==> config.mk <==
export PLATFORM = sky130hd
export DESIGN_NAME = seq_divider
export DESIGN_NICKNAME = d
export VERILOG_FILES = /design/src/rtl/alu_pkg.sv /design/src/rtl/div_step.sv /design/src/rtl/seq_divider.sv
export SDC_FILE = /design/constraint.sdc
export NUM_CORES = 1
export LEC_CHECK = 0
export BUFFER_PORTS_ARGS = -buffer_cell sky130_fd_sc_hd__buf_2
export CAP_MARGIN = 20
export CORE_ASPECT_RATIO = 1.75
export CORE_MARGIN = 1
export CORE_UTILIZATION = 35
export CTS_CLUSTER_DIAMETER = 120
export DETAILED_ROUTE_END_ITERATION = 12
export HOLD_SLACK_MARGIN = 0.02
export SYNTH_ARGS = -nofsm -noshare
export SYNTH_HDL_FRONTEND = slang
export SYNTH_SLANG_ARGS = --single-unit
==> constraint.sdc <==
create_clock -name clk -period 4.65 [get_ports clk]
set_input_delay 0 -clock clk [delete_from_list [all_inputs] [get_ports clk]]
set_output_delay 0 -clock clk [all_outputs]
set_load 0.05 [all_outputs]
==> src/rtl/alu_pkg.sv <==
// Shared ALU definitions: divider state encoding, default width, saturation
// constants and the decode encodings that route UDIV/SDIV to the divider.
package alu_pkg;

  localparam int DIV_DATA_WIDTH = 32;

  localparam logic [31:0] SATURATED_MAX = 32'h7FFF_FFFF;
  localparam logic [31:0] SATURATED_MIN = 32'h8000_0000;

  localparam logic [3:0] ALU_UDIV = 4'hA;
  localparam logic [3:0] ALU_SDIV = 4'hB;

  typedef enum logic [2:0] {
    IDLE,
    PREP,
    ITER,
    FIXUP,
    DONE
  } div_state_e;

endpackage

==> src/rtl/div_step.sv <==
// One restoring-division iteration: shift {rem,quo} left, trial-subtract the
// divisor, keep the difference and set the quotient bit when it fits.
module div_step #(
  parameter int WIDTH = 32
) (
  input  logic [WIDTH:0]   i_rem,
  input  logic [WIDTH-1:0] i_quo,
  input  logic [WIDTH-1:0] i_divisor,
  output logic [WIDTH:0]   o_rem,
  output logic [WIDTH-1:0] o_quo
);

  logic [WIDTH+1:0] w_shifted;
  logic [WIDTH+1:0] w_diff;
  logic             w_fits;

  // One extra bit of headroom so the sign of the trial difference is exact.
  assign w_shifted = {i_rem, i_quo[WIDTH-1]};
  assign w_diff    = w_shifted - {2'b00, i_divisor};
  assign w_fits    = ~w_diff[WIDTH+1];

  assign o_rem = w_fits ? w_diff[WIDTH:0] : w_shifted[WIDTH:0];
  assign o_quo = {i_quo[WIDTH-2:0], w_fits};

endmodule

==> src/rtl/seq_divider.sv <==
// Iterative restoring divider (UDIV/SDIV) with valid/ready handshake and flush.
//   state | meaning
//   IDLE  | ready for a request
//   PREP  | take magnitudes, detect divide-by-zero / MIN over -1
//   ITER  | one quotient bit per cycle, down-counter tracks remaining bits
//   FIXUP | final quotient bit plus sign correction
//   DONE  | result held until out_ready
module seq_divider
  import alu_pkg::*;
#(
  parameter int DATA_WIDTH = DIV_DATA_WIDTH
) (
  input  logic                  clk,
  input  logic                  reset,
  input  logic                  flush,
  input  logic                  in_valid,
  output logic                  in_ready,
  input  logic [DATA_WIDTH-1:0] a,
  input  logic [DATA_WIDTH-1:0] b,
  input  logic                  is_signed,
  output logic                  out_valid,
  input  logic                  out_ready,
  output logic [DATA_WIDTH-1:0] Quotient,
  output logic [DATA_WIDTH-1:0] Remainder,
  output logic                  div_by_zero,
  output logic                  sat_overflow
);

  localparam int N         = DATA_WIDTH;
  localparam int CNT_WIDTH = $clog2(DATA_WIDTH + 1);
  localparam logic [N-1:0] MIN_VAL = {1'b1, {(N-1){1'b0}}};

  div_state_e r_state;
  div_state_e w_next;

  logic [N-1:0]         r_a;
  logic [N-1:0]         r_b;
  logic                 r_signed;
  logic                 r_q_neg;
  logic                 r_r_neg;
  logic [N:0]           r_rem;
  logic [N-1:0]         r_quo;
  logic [N-1:0]         r_divisor;
  logic [CNT_WIDTH-1:0] r_cnt;
  logic [N-1:0]         r_quotient;
  logic [N-1:0]         r_remainder;
  logic                 r_dbz;
  logic                 r_ovf;

  logic                 w_a_neg;
  logic                 w_b_neg;
  logic [N-1:0]         w_abs_a;
  logic [N-1:0]         w_abs_b;
  logic                 w_b_zero;
  logic                 w_ovf;
  logic [CNT_WIDTH-1:0] w_cnt_dec;
  logic [N:0]           w_step_rem;
  logic [N-1:0]         w_step_quo;

  assign w_a_neg   = r_signed & r_a[N-1];
  assign w_b_neg   = r_signed & r_b[N-1];
  assign w_abs_a   = w_a_neg ? -r_a : r_a;
  assign w_abs_b   = w_b_neg ? -r_b : r_b;
  assign w_b_zero  = (r_b == '0);
  assign w_ovf     = r_signed && (r_a == MIN_VAL) && (r_b == '1);
  assign w_cnt_dec = r_cnt - CNT_WIDTH'(1);

  div_step #(.WIDTH(N)) u_div_step (
    .i_rem     (r_rem),
    .i_quo     (r_quo),
    .i_divisor (r_divisor),
    .o_rem     (w_step_rem),
    .o_quo     (w_step_quo)
  );

  always_ff @(posedge clk) begin
    if (reset || flush) r_state <= IDLE;
    else                r_state <= w_next;
  end

  always_comb begin
    w_next = r_state;
    case (r_state)
      IDLE:    if (in_valid) w_next = PREP;
      PREP:    w_next = (w_b_zero || w_ovf) ? DONE : ITER;
      ITER:    if (w_cnt_dec == CNT_WIDTH'(1)) w_next = FIXUP;
      FIXUP:   w_next = DONE;
      DONE:    if (out_ready) w_next = IDLE;
      default: w_next = IDLE;
    endcase
  end

  // ITER covers N-1 bits; FIXUP consumes the last step so latency stays N+2.
  always_ff @(posedge clk) begin
    if (reset || flush) begin
      r_a         <= '0;
      r_b         <= '0;
      r_signed    <= 1'b0;
      r_q_neg     <= 1'b0;
      r_r_neg     <= 1'b0;
      r_rem       <= '0;
      r_quo       <= '0;
      r_divisor   <= '0;
      r_cnt       <= '0;
      r_quotient  <= '0;
      r_remainder <= '0;
      r_dbz       <= 1'b0;
      r_ovf       <= 1'b0;
    end else begin
      case (r_state)
        IDLE: begin
          if (in_valid) begin
            r_a      <= a;
            r_b      <= b;
            r_signed <= is_signed;
          end
        end
        PREP: begin
          r_q_neg <= w_a_neg ^ w_b_neg;
          r_r_neg <= w_a_neg;
          if (w_b_zero) begin
            r_quotient  <= '0;
            r_remainder <= r_a;
            r_dbz       <= 1'b1;
          end else if (w_ovf) begin
            r_quotient  <= MIN_VAL;
            r_remainder <= '0;
            r_ovf       <= 1'b1;
          end else begin
            r_rem     <= '0;
            r_quo     <= w_abs_a;
            r_divisor <= w_abs_b;
            r_cnt     <= CNT_WIDTH'(N);
          end
        end
        ITER: begin
          r_rem <= w_step_rem;
          r_quo <= w_step_quo;
          r_cnt <= w_cnt_dec;
        end
        FIXUP: begin
          r_rem       <= w_step_rem;
          r_quo       <= w_step_quo;
          r_cnt       <= w_cnt_dec;
          r_quotient  <= r_q_neg ? -w_step_quo : w_step_quo;
          r_remainder <= r_r_neg ? -w_step_rem[N-1:0] : w_step_rem[N-1:0];
        end
        DONE: begin
          if (out_ready) begin
            r_dbz <= 1'b0;
            r_ovf <= 1'b0;
          end
        end
        default: ;
      endcase
    end
  end

  assign in_ready     = (r_state == IDLE);
  assign out_valid    = (r_state == DONE);
  assign Quotient     = r_quotient;
  assign Remainder    = r_remainder;
  assign div_by_zero  = r_dbz;
  assign sat_overflow = r_ovf;

endmodule

==> flow_metrics.env, run 1 <==
export IMPL_grt_max_degree=86
export IMPL_crit_path_max_fanout=7
export IMPL_peakVddDrop_v=0.000248
export IMPL_path_depth=16
export IMPL_status="complete, no violations"
export IMPL_cp_top_family="compound AO/OA/AOI/OAI gates"
export IMPL_antenna_found_initial=0
export IMPL_min_period_ns=4.41
export IMPL_fp_coreArea_um2=40800
export IMPL_fmax_mhz=227
export IMPL_regToRegSetupSlack_ns=0.24
export IMPL_power_frac_seq_pct=36.0
export IMPL_crit_chain="ha_1 > a21o_1 > a311oi_1 > o21ai_1 > a21bo_1 > mux2_4 > nor2_8 > mux2i_2 > ha_2 > o2111a_1 > nor4bb_4 > a31oi_4 > a211o_4 > o41ai_2 > xor2_1 > a21oi_1"
export IMPL_timing_rr_start="r_rem[9]$_SDFFE_PP0P_"
export IMPL_max_cap_violations=0
export IMPL_cts_buffers=25
export IMPL_synth_edf_count=0
export IMPL_clock_skew_final_ns=0.0136
export IMPL_fin_util_pct=43.3
export IMPL_drv_slew=0
export IMPL_synthesis_nets=2012
export IMPL_firstDrtPassIters=6
export IMPL_routed_wirelength_um=50600
export IMPL_mostFrequentLayoutCell="nand2_1"
export IMPL_cts_tree="built"
export IMPL_root_buffer="clkbuf_16"
export IMPL_htreeDepth=1
export IMPL_p_total_w=0.00593
export IMPL_whs_path_depth=4
export IMPL_cellLeakagePower_nw=6.94
export IMPL_swShare_pct=32.8
export IMPL_min_to="div_by_zero$_SDFFE_PP0P_"
export IMPL_finalCritPeriodShare_pct=94.8
export IMPL_grt_overflow=0
export IMPL_areaGrowthSynthToFinish_pct=22.4
export IMPL_gp_congestion=0.962
export IMPL_power_share_clock_pct=37.2
export IMPL_antenna_cells=0
export IMPL_place_inst=2546
export IMPL_required_ns=5.05
export IMPL_post_cts_setup_buffers=0
export IMPL_rows=98
export IMPL_start_util_pct=35.4
export IMPL_avgViaCountPerCell=5.47
export IMPL_post_route_drc_count=0
export IMPL_crit_arrival_ns=4.81
export IMPL_rr_worst_depth=16
export IMPL_synthesis_area_um2=14500
export IMPL_path_class="flip-flop to flip-flop"
export IMPL_clkSinkCount=239
export IMPL_yosysUniqueCellTypes=87
export IMPL_startpoint_type="flip-flop"
export IMPL_ys_warn_count=0
export IMPL_postSynthCellCount=1902
export IMPL_grt_usage_pct=23.6
export IMPL_io_buffers=137
export IMPL_hold_viol_final=0
export IMPL_whs_ns=0.0656
export IMPL_setup_viol=0
export IMPL_ys_ff_latch=239
export IMPL_final_cells=2658
export IMPL_fp_dieW_um=156
export IMPL_syn_area_per_cell_um2=7.60
export IMPL_max_slew_margin_pct=35.1
export IMPL_drt_iter0_drc=902
export IMPL_min_from="reset"
export IMPL_powerDensity_nw_per_um2=335
export IMPL_grt_pass1_vias=14200
export IMPL_clk_pin_slew_ns=0.07
export IMPL_p_int_w=0.00398
export IMPL_synthArstFlopShare_pct=0
export IMPL_tightest_slew_ns=0.974
export IMPL_num_vias=14500
export IMPL_cpPeakStageDelay_ns=0.42
export IMPL_hp_class="primary input to flip-flop"
export IMPL_reg2reg_to="Remainder[30]$_SDFFE_PP0P_"
export IMPL_dp_hpwl_um=38000
export IMPL_nNetsFinal=2203
export IMPL_combPwrFrac_pct=26.8
export IMPL_ys_flop_type="dfxtp_1"
export IMPL_slowest_stage="ha_1"
export IMPL_crit_buf_inv=0
export IMPL_insertion_delay_ns=0.55
export IMPL_clk_path_buf_depth=3
export IMPL_io_pins=138
export IMPL_die_y_um=271
export IMPL_die_area_um2=42200
export IMPL_drive_gt1_share_pct=15.6
export IMPL_synth_seq_area_share_pct=33.1
export IMPL_grt_pass1_wl_um=78000
export IMPL_ant_nets=0
export IMPL_endpoint_kind="flip-flop"
export IMPL_wl_per_cell_um=19.0
export IMPL_p_sw_w=0.00195
export IMPL_final_cell_mix="259 x nand2_1, 250 x nor2_1, 239 x dfxtp_1, 171 x a21oi_1, 137 x buf_2"
-- cell type report --
cell class	instances	area (µm²)
Fill cell	4125	23100
Multi-Input combinational cell	1479	9060
Clock inverter	14	214
Tap cell	550	688
Timing Repair Buffer	293	2090
Inverter	55	209
Clock buffer	28	657
Sequential cell	239	4780
-- stage by stage --
stage                     setup slack, ns  setup TNS (ns)  area (µm²)
after global routing              -0.0210         -0.0210       17700
after CTS                          0.0239               0       17600
after floorplan                    0.0374               0       14500
after global placement              0.145               0       16000
final                               0.241               0       17700
after detailed placement          0.00297               0       16000
-- cells by family (layout without fill, tap and decap cells) --
kind of cell / count (synthesis) / count (layout) / synth area share [%]
simple gates: 725 / 725 / 22.7
compound gates: 548 / 548 / 24.9
flops: 239 / 239 / 33.1
buf+inv: 184 / 390 / 5.38
xor+xnor: 137 / 137 / 8.30
fa+ha+maj: 40 / 40 / 3.51
mux: 29 / 29 / 2.08
-- power groups by stage --
| stage | clock network [W] | logic [W] | registers, W |
|---|---|---|---|
| 2_1_floorplan | 0 | 0.000991 | 0.00216 |
| 3_3_place_gp | 0 | 0.00148 | 0.00218 |
| 3_5_place_dp | 0 | 0.00149 | 0.00218 |
| 4_1_cts | 0.00224 | 0.00154 | 0.00213 |
| 5_1_grt | 0.00232 | 0.00171 | 0.00214 |
| 6_report | 0.00221 | 0.00159 | 0.00213 |
-- sequential cells by signal, summed over array words and instances (netlist names) --
signal and flops:
Quotient 32, Remainder 32, div_by_zero 1, r_a 32
r_b 32, r_cnt 6, r_divisor 32, r_q_neg 1
r_quo 32, r_r_neg 1, r_rem 33, r_signed 1
r_state 3, sat_overflow 1
-- worst max-delay path by stage --
stage	to	start
4_1_cts	Remainder[30]$_SDFFE_PP0P_	r_divisor[1]$_SDFFE_PP0P_
3_3_place_gp	Remainder[24]$_SDFFE_PP0P_	r_divisor[30]$_SDFFE_PP0P_
3_5_place_dp	Remainder[30]$_SDFFE_PP0P_	r_divisor[30]$_SDFFE_PP0P_
5_1_grt	Remainder[30]$_SDFFE_PP0P_	r_rem[8]$_SDFFE_PP0P_
6_report	Remainder[30]$_SDFFE_PP0P_	r_rem[9]$_SDFFE_PP0P_
2_1_floorplan	Remainder[24]$_SDFFE_PP0P_	r_divisor[30]$_SDFFE_PP0P_
-- cell usage after synthesis, drive strengths merged, types with 21 or more instances --
cell,n,share of area [%]
nand2,260,6.8
nor2,257,6.9
dfxtp,239,33
a21oi,176,6.1
clkbuf,93,2.4
o21ai,88,3.0
xnor2,86,5.2
inv,54,1.4
xor2,51,3.1
a31oi,40,1.7
ha,39,3.4
a22oi,38,2.0
nor3,38,1.4
a211oi,37,1.9
buf,36,1.5
nand3,31,1.1
mux2i,24,1.7
o31ai,22,1.2
o211ai,21,1.1
-- layer usage --
| layer | global-route usage [%] | part of all wire, % | up-vias |
|---|---|---|---|
| met5 | 0 | 0 | - |
| met4 | 15.3 | 6.5 | 0 |
| met3 | 2.00 | 3.1 | 110 |
| met2 | 45.8 | 54 | 340 |
| met1 | 23.4 | 36 | 6930 |
| li1 | - | - | 7163 |
-- worst reg2reg max path: cells and delay by family, from the launching register on --
| family | cells | cell delay (ns) |
|---|---|---|
| AO/OA/AOI/OAI | 9 | 2.02 |
| multiplexers | 2 | 0.61 |
| XOR/XNOR | 1 | 0.18 |
| flip-flops | 1 | 0.36 |
| adder cells (fa/ha/maj) | 2 | 0.66 |
| AND/OR/NAND/NOR | 2 | 0.44 |
-- repair_timing --
action	4_1_cts	5_1_grt
resized for setup	1	21
hold buffers	69	0
gates cloned	0	0
endpoints found under the setup margin	2	12
pin swaps	1	3
endpoints found under the hold margin	69	0
Note: power is estimated with default switching activity, not from simulation.
==> run 2, diff against run 1 <==
--- a/config.mk
+++ b/config.mk
@@ -7,7 +7,7 @@
 export LEC_CHECK = 0
 export BUFFER_PORTS_ARGS = -buffer_cell sky130_fd_sc_hd__buf_2
 export CAP_MARGIN = 20
-export CORE_ASPECT_RATIO = 1.75
+export CORE_ASPECT_RATIO = 1.2
 export CORE_MARGIN = 1
 export CORE_UTILIZATION = 35
 export CTS_CLUSTER_DIAMETER = 120
@@ -15,4 +15,5 @@
 export HOLD_SLACK_MARGIN = 0.02
 export SYNTH_ARGS = -nofsm -noshare
 export SYNTH_HDL_FRONTEND = slang
+export SYNTH_HIERARCHICAL = 1
 export SYNTH_SLANG_ARGS = --single-unit
==> run 2 against run 1 <==
Cell count grew 0.87%; register-to-register slack lost 0.38 ns; the flow now finishes with violations (negative setup slack); setup slack lost 0.38 ns; sequential power is essentially flat; critical path type unchanged.
==> flow_metrics.env, run 2 <==
export IMPL_synth_largest_area_cell="dfxtp_1"
export IMPL_crit_arrival_ns=5.22
export IMPL_area_sequential_um2=4790
export IMPL_clk_path_buf_depth=3
export IMPL_ys_warn_count=6
export IMPL_fp_dieW_um=186
export IMPL_synthesis_area_um2=14200
export IMPL_drt_iter0_drc=1054
export IMPL_worst_slack_ns=-0.143
export IMPL_die_area_um2=41400
export IMPL_areaGrowthSynthToFinish_pct=28.4
export IMPL_synth_seq_area_share_pct=33.7
export IMPL_cts_buffers=28
export IMPL_multi_input_area_um2=8750
export IMPL_ys_flop_type="dfxtp_1"
export IMPL_endpoint_kind="flip-flop"
export IMPL_yosys_top_cells_area="dfxtp_1 34%, nand2_1 7.3%, a21oi_1 6.2%, xnor2_1 4.7%, xor2_1 4.4%"
export IMPL_hold_viol_final=0
export IMPL_post_route_drc_count=0
export IMPL_powerDensity_nw_per_um2=342
export IMPL_startpoint_type="flip-flop"
export IMPL_io_pins=138
export IMPL_regToRegSetupSlack_ns=-0.14
export IMPL_rr_worst_depth=22
export IMPL_final_cell_mix="274 x nand2_1, 233 x dfxtp_1, 177 x a21oi_1, 173 x buf_4, 141 x nor2_1"
export IMPL_mostFrequentLayoutCell="nand2_1"
export IMPL_wl_per_cell_um=18.0
export IMPL_min_to="r_rem[1]$_SDFFE_PP0P_"
export IMPL_peakVddDrop_v=0.000280
export IMPL_fillCellCount=3947
export IMPL_required_ns=5.08
export IMPL_grt_pass1_vias=13900
export IMPL_min_from="reset"
export IMPL_finalCritPeriodShare_pct=103
export IMPL_synthArstFlopShare_pct=0
export IMPL_violations="negative setup slack"
export IMPL_postSynthCellCount=1878
export IMPL_tightest_slew_ns=1.03
export IMPL_rsz0062_at_grt="true"
export IMPL_antenna_found_initial=1
export IMPL_synth_commonest_cells="277 x nand2_1, 239 x dfxtp_1, 177 x a21oi_1"
export IMPL_status="finished, violations left"
export IMPL_fp_coreArea_um2=39900
export IMPL_stdcell_area_um2=18300
export IMPL_gp_congestion=0.918
export IMPL_synth_most_common_cell="nand2_1"
export IMPL_drive_gt1_share_pct=21.4
export IMPL_max_cap_violations=0
export IMPL_synth_edf_count=0
export IMPL_yosysUniqueCellTypes=71
export IMPL_clock_skew_final_ns=0.0291
export IMPL_hp_class="primary input to flip-flop"
export IMPL_grt_usage_pct=22.8
export IMPL_placed_area_um2=16200
export IMPL_reg2reg_to="Remainder[30]$_SDFFE_PP0P_"
export IMPL_start_util_pct=35.6
export IMPL_root_buffer="clkbuf_16"
export IMPL_largest_reg_flops=33
export IMPL_clkSinkCount=239
export IMPL_grt_overflow=0
export IMPL_timing_rr_start="r_divisor[10]$_SDFFE_PP0P_"
export IMPL_fin_util_pct=45.7
export IMPL_io_buffers=137
export IMPL_synth_top_area_share_pct=33.7
export IMPL_nNetsFinal=2237
export IMPL_htreeDepth=1
export IMPL_crit_path_max_fanout=7
export IMPL_routed_wirelength_um=48200
export IMPL_whs_path_depth=3
export IMPL_ant_nets=0
export IMPL_drv_slew=0
export IMPL_rows=80
export IMPL_num_vias=14400
export IMPL_cts_tree="built"
export IMPL_max_slew_margin_pct=30.7
export IMPL_grt_pass1_wl_um=74500
export IMPL_firstDrtPassIters=5
export IMPL_die_y_um=223
export IMPL_cellLeakagePower_nw=7.29
export IMPL_fin_tns_setup_ns=-0.194
export IMPL_largest_register="r_rem"
export IMPL_avgViaCountPerCell=5.36
export IMPL_ys_ff_latch=239
export IMPL_syn_area_per_cell_um2=7.57
export IMPL_setup_viol=4
export IMPL_dp_hpwl_um=35300
export IMPL_synthesis_nets=1988
export IMPL_insertion_delay_ns=0.57
export IMPL_grt_max_degree=74
export IMPL_fmax_mhz=209
export IMPL_path_class="flip-flop to flip-flop"
export IMPL_min_period_ns=4.79
export IMPL_clk_pin_slew_ns=0.06
==> run 2: report_power, final <==
group          switching [W]  internal [W]  leakage, nW
clock               0.000916       0.00142        0.481
combinational       0.000967      0.000804         4.87
sequential         0.0000548       0.00208         1.93
total                0.00194       0.00431         7.29
==> run 2: area by class of cell <==
type	instances	share of cell area, %
Clock inverter	10	0.733
Antenna cell	1	0.0137
Inverter	55	1.14
Timing Repair Buffer	389	15.6
Clock buffer	40	4.64
Tap cell	533	3.65
Multi-Input combinational cell	1414	47.9
Sequential cell	239	26.3
==> run 2: worst max path at each step <==
stage                                    start                          to  slack (ns)  cells past startpoint
floorplan            r_divisor[8]$_SDFFE_PP0P_   Quotient[31]$_SDFFE_PP0P_        0.13                     18
global placement    r_divisor[10]$_SDFFE_PP0P_  Remainder[25]$_SDFFE_PP0P_       -0.20                     21
detailed placement  r_divisor[14]$_SDFFE_PP0P_  Remainder[25]$_SDFFE_PP0P_       -0.31                     21
CTS                 r_divisor[14]$_SDFFE_PP0P_  Remainder[15]$_SDFFE_PP0P_       -0.04                     24
global route         r_divisor[8]$_SDFFE_PP0P_  Remainder[30]$_SDFFE_PP0P_       -0.24                     22
finish              r_divisor[10]$_SDFFE_PP0P_  Remainder[30]$_SDFFE_PP0P_       -0.14                     22
==> run 2: cells by family (layout without fill, tap and decap cells) <==
| kind of cell | count (synthesis) | count (layout) | share of synthesized area, % |
|---|---|---|---|
| other | 0 | 1 | 0 |
| XOR/XNOR | 149 | 149 | 9.31 |
| AO/OA/AOI/OAI | 501 | 501 | 22.1 |
| multiplexers | 8 | 8 | 0.607 |
| flip-flops | 239 | 239 | 33.7 |
| buffers and inverters | 225 | 494 | 7.21 |
| adder cells (fa/ha/maj) | 40 | 40 | 3.57 |
| AND/OR/NAND/NOR | 716 | 716 | 23.5 |
==> run 2: critical path: stages (launching register included) <==
cell	delay, ns
dfxtp_2	0.32
inv_1	0.06
ha_4	0.28
and3_4	0.18
or3b_4	0.39
a211oi_4	0.26
o31ai_2	0.13
and3_4	0.20
o31a_4	0.35
xor2_4	0.17
buf_12	0.15
buf_6	0.12
buf_4	0.15
nand2_2	0.06
o21ai_2	0.06
nor4_2	0.27
buf_4	0.18
nand4_1	0.23
buf_6	0.22
o41ai_4	0.28
xnor2_1	0.13
a221oi_1	0.39
nor2_1	0.07
==> run 2: metrics by stage <==
| step | hold slack (ns) | total power [W] | worst slack [ns] | cells |
|---|---|---|---|---|
| after detailed placement | 0.245 | 0.00372 | -0.305 | 2555 |
| final | 0.0797 | 0.00625 | -0.143 | 2681 |
| after global placement | 0.240 | 0.00370 | -0.199 | 2553 |
| after floorplan | 0.136 | 0.00302 | 0.127 | 1878 |
| after CTS | 0.0592 | 0.00612 | -0.0392 | 2674 |
| after global routing | 0.106 | 0.00650 | -0.242 | 2680 |
==> run 2: repair_timing <==
item	CTS	global route
hold buffers	67	0
endpoints found under the hold margin	69	0
setup endpoints to repair	32	40
gates cloned	0	1
resized for setup	6	56
pin swaps	2	15
setup buffers	2	5
==> run 2: layer usage <==
layer | GRT usage, % | share of wire [%] | vias to the layer above
met4 | 10.5 | 4.4 | 2
li1 | - | - | 7097
met5 | 0 | 0.023 | -
met3 | 3.03 | 5.4 | 106
met2 | 38.0 | 47 | 452
met1 | 28.9 | 43 | 6700
==> run 3, diff against run 2 <==
--- a/config.mk
+++ b/config.mk
@@ -17,3 +17,4 @@
 export SYNTH_HDL_FRONTEND = slang
 export SYNTH_HIERARCHICAL = 1
 export SYNTH_SLANG_ARGS = --single-unit
+export TNS_END_PERCENT = 10
==> run 3 against run 2 <==
The run still ends with negative setup slack left; combinational power barely moved; routed wire length hardly changed; sequential power about the same; setup slack better by 0.037 ns; utilization about the same; clock skew down 0.0044 ns; sequential cell count stayed put.
==> flow_metrics.env, run 3 (synthesized netlist as in run 2, its figures left out) <==
export IMPL_die_area_um2=41400
export IMPL_required_ns=5.08
export IMPL_drt_iter0_drc=1101
export IMPL_powerDensity_nw_per_um2=342
export IMPL_rsz0062_at_grt="true"
export IMPL_p_sw_w=0.00194
export IMPL_io_buffers=137
export IMPL_io_pins=138
export IMPL_hold_viol_final=0
export IMPL_power_share_clock_pct=37.5
export IMPL_grt_usage_pct=22.8
export IMPL_grt_pass1_vias=13900
export IMPL_swShare_pct=31.0
export IMPL_wl_per_cell_um=18.0
export IMPL_clock_skew_final_ns=0.0247
export IMPL_drive_gt1_share_pct=21.4
export IMPL_num_vias=14400
export IMPL_max_cap_violations=0
export IMPL_placed_area_um2=16200
export IMPL_mostFrequentLayoutCell="nand2_1"
export IMPL_largest_reg_flops=33
export IMPL_crit_buf_inv=6
export IMPL_path_class="flip-flop to flip-flop"
export IMPL_grt_max_degree=74
export IMPL_hp_class="primary input to flip-flop"
export IMPL_tightest_slew_ns=1.00
export IMPL_startpoint_type="flip-flop"
export IMPL_crit_arrival_ns=5.19
export IMPL_start_util_pct=35.6
export IMPL_post_route_drc_count=0
export IMPL_peakVddDrop_v=0.000280
export IMPL_power_frac_seq_pct=34.2
export IMPL_p_int_w=0.00430
export IMPL_cts_tree="built"
export IMPL_cp_top_family="compound AO/OA/AOI/OAI gates"
export IMPL_slowest_stage="or3b_4"
export IMPL_antenna_found_initial=1
export IMPL_clk_path_buf_depth=3
export IMPL_ant_nets=0
export IMPL_gp_congestion=0.918
export IMPL_min_period_ns=4.76
export IMPL_crit_chain="inv_1 > ha_4 > and3_4 > or3b_4 > a211oi_4 > o31ai_2 > and3_4 > o31a_4 > xor2_4 > buf_12 > buf_6 > buf_4 > nand2_2 > o21ai_2 > nor4_2 > buf_4 > nand4_1 > buf_6 > o41ai_4 > xnor2_1 > a221oi_1 > nor2_1"
export IMPL_grt_overflow=0
export IMPL_fin_tns_setup_ns=-0.112
export IMPL_crit_path_max_fanout=7
export IMPL_firstDrtPassIters=7
export IMPL_setup_viol=2
export IMPL_grt_pass1_wl_um=74500
export IMPL_antenna_cells=0
export IMPL_drv_slew=0
export IMPL_htreeDepth=1
export IMPL_violations="negative setup slack"
export IMPL_combPwrFrac_pct=28.2
export IMPL_rows=80
export IMPL_worst_slack_ns=-0.106
export IMPL_cts_buffers=28
export IMPL_fp_coreArea_um2=39900
export IMPL_routed_wirelength_um=48200
export IMPL_final_cell_mix="274 x nand2_1, 233 x dfxtp_1, 177 x a21oi_1, 172 x buf_4, 141 x nor2_1"
export IMPL_max_slew_margin_pct=32.5
export IMPL_cpPeakStageDelay_ns=0.39
export IMPL_endpoint_kind="flip-flop"
export IMPL_status="finished, violations left"
export IMPL_fp_dieW_um=186
export IMPL_whs_ns=0.0770
export IMPL_areaGrowthSynthToFinish_pct=28.4
export IMPL_cellLeakagePower_nw=7.28
export IMPL_insertion_delay_ns=0.57
export IMPL_dp_hpwl_um=35300
export IMPL_clk_pin_slew_ns=0.06
export IMPL_die_y_um=223
export IMPL_fmax_mhz=210
export IMPL_clkSinkCount=239
export IMPL_stdcell_area_um2=18200
export IMPL_root_buffer="clkbuf_16"
export IMPL_avgViaCountPerCell=5.38
export IMPL_largest_register="r_rem"
export IMPL_finalCritPeriodShare_pct=102
export IMPL_nNetsFinal=2236
## run 3: cell types whose count changed in the layout (fill, tap and decap cells not counted), sizes merged
| cell | delta |
|---|---|
| buf | -1 |
| diode | -1 |
## run 3: worst reg2reg max path: stages (launching register included)
cell and delay (ns):
dfxtp_1 0.33, inv_1 0.07, ha_4 0.27, and3_4 0.17, or3b_4 0.39, a211oi_4 0.26, o31ai_2 0.13, and3_4 0.21
o31a_4 0.35, xor2_4 0.17, buf_12 0.15, buf_6 0.13, buf_4 0.15, nand2_2 0.06, o21ai_2 0.06, nor4_2 0.27
buf_4 0.18, nand4_1 0.24, buf_6 0.23, o41ai_4 0.28, xnor2_1 0.12, a221oi_1 0.36, nor2_1 0.07
## run 3: power groups by stage
stage,Clock (W),Sequential (W),Combinational [W]
6_report,0.00234,0.00214,0.00176
5_1_grt,0.00246,0.00214,0.00189
4_1_cts,0.00238,0.00213,0.00161
3_5_place_dp,0,0.00218,0.00154
3_3_place_gp,0,0.00218,0.00152
2_1_floorplan,0,0.00216,0.000861
## run 3: per-stage QoR
step / worst slack (ns) / util, % / instances / power [W]
after floorplan: 0.127 / - / 1878 / 0.00302
after global placement: -0.199 / 40.4 / 2553 / 0.00370
after detailed placement: -0.305 / 40.5 / 2555 / 0.00372
after CTS: -0.0392 / 44.7 / 2674 / 0.00612
after global routing: -0.243 / 45.7 / 2679 / 0.00649
final: -0.106 / 45.7 / 2679 / 0.00624
## run 3: layout make-up
cell class / instances / area (µm²)
flip-flops and latches: 239 / 4790
well taps: 533 / 667
multi-input cells: 1414 / 8750
repair buffers: 388 / 2850
inverters: 55 / 209
fillers: 3948 / 21700
clock inverters: 10 / 134
clock buffers: 40 / 847
## run 3: path summary, 6_finish.rpt
| check | from | to | slack [ns] | cells past startpoint |
|---|---|---|---|---|
| setup / recovery | r_divisor[9]$_SDFFE_PP0P_ | Remainder[30]$_SDFFE_PP0P_ | -0.11 | 22 |
| hold / removal | reset | r_rem[1]$_SDFFE_PP0P_ | 0.08 | 3 |
| setup reg to reg | r_divisor[9]$_SDFFE_PP0P_ | Remainder[30]$_SDFFE_PP0P_ | -0.11 | 22 |
| hold reg to reg | r_divisor[31]$_SDFFE_PP0P_ | r_divisor[31]$_SDFFE_PP0P_ | 0.46 | 2 |
## run 3: repair_timing
item	4_1_cts	5_1_grt
buffers inserted	2	4
gates resized for setup	5	58
hold endpoints to repair	69	0
pin swaps	2	15
endpoints found under the setup margin	32	40
cloned	0	1
hold buffers	67	0
## run 3: routing by layer
metal	track usage, %	vias up	wire length, µm	share of wire [%]
met1	28.9	6753	20900	43
met2	38.0	458	22800	47
met5	0	-	11	0.023
met4	10.5	2	2040	4.2
li1	-	7088	-	-
met3	3.03	110	2530	5.2
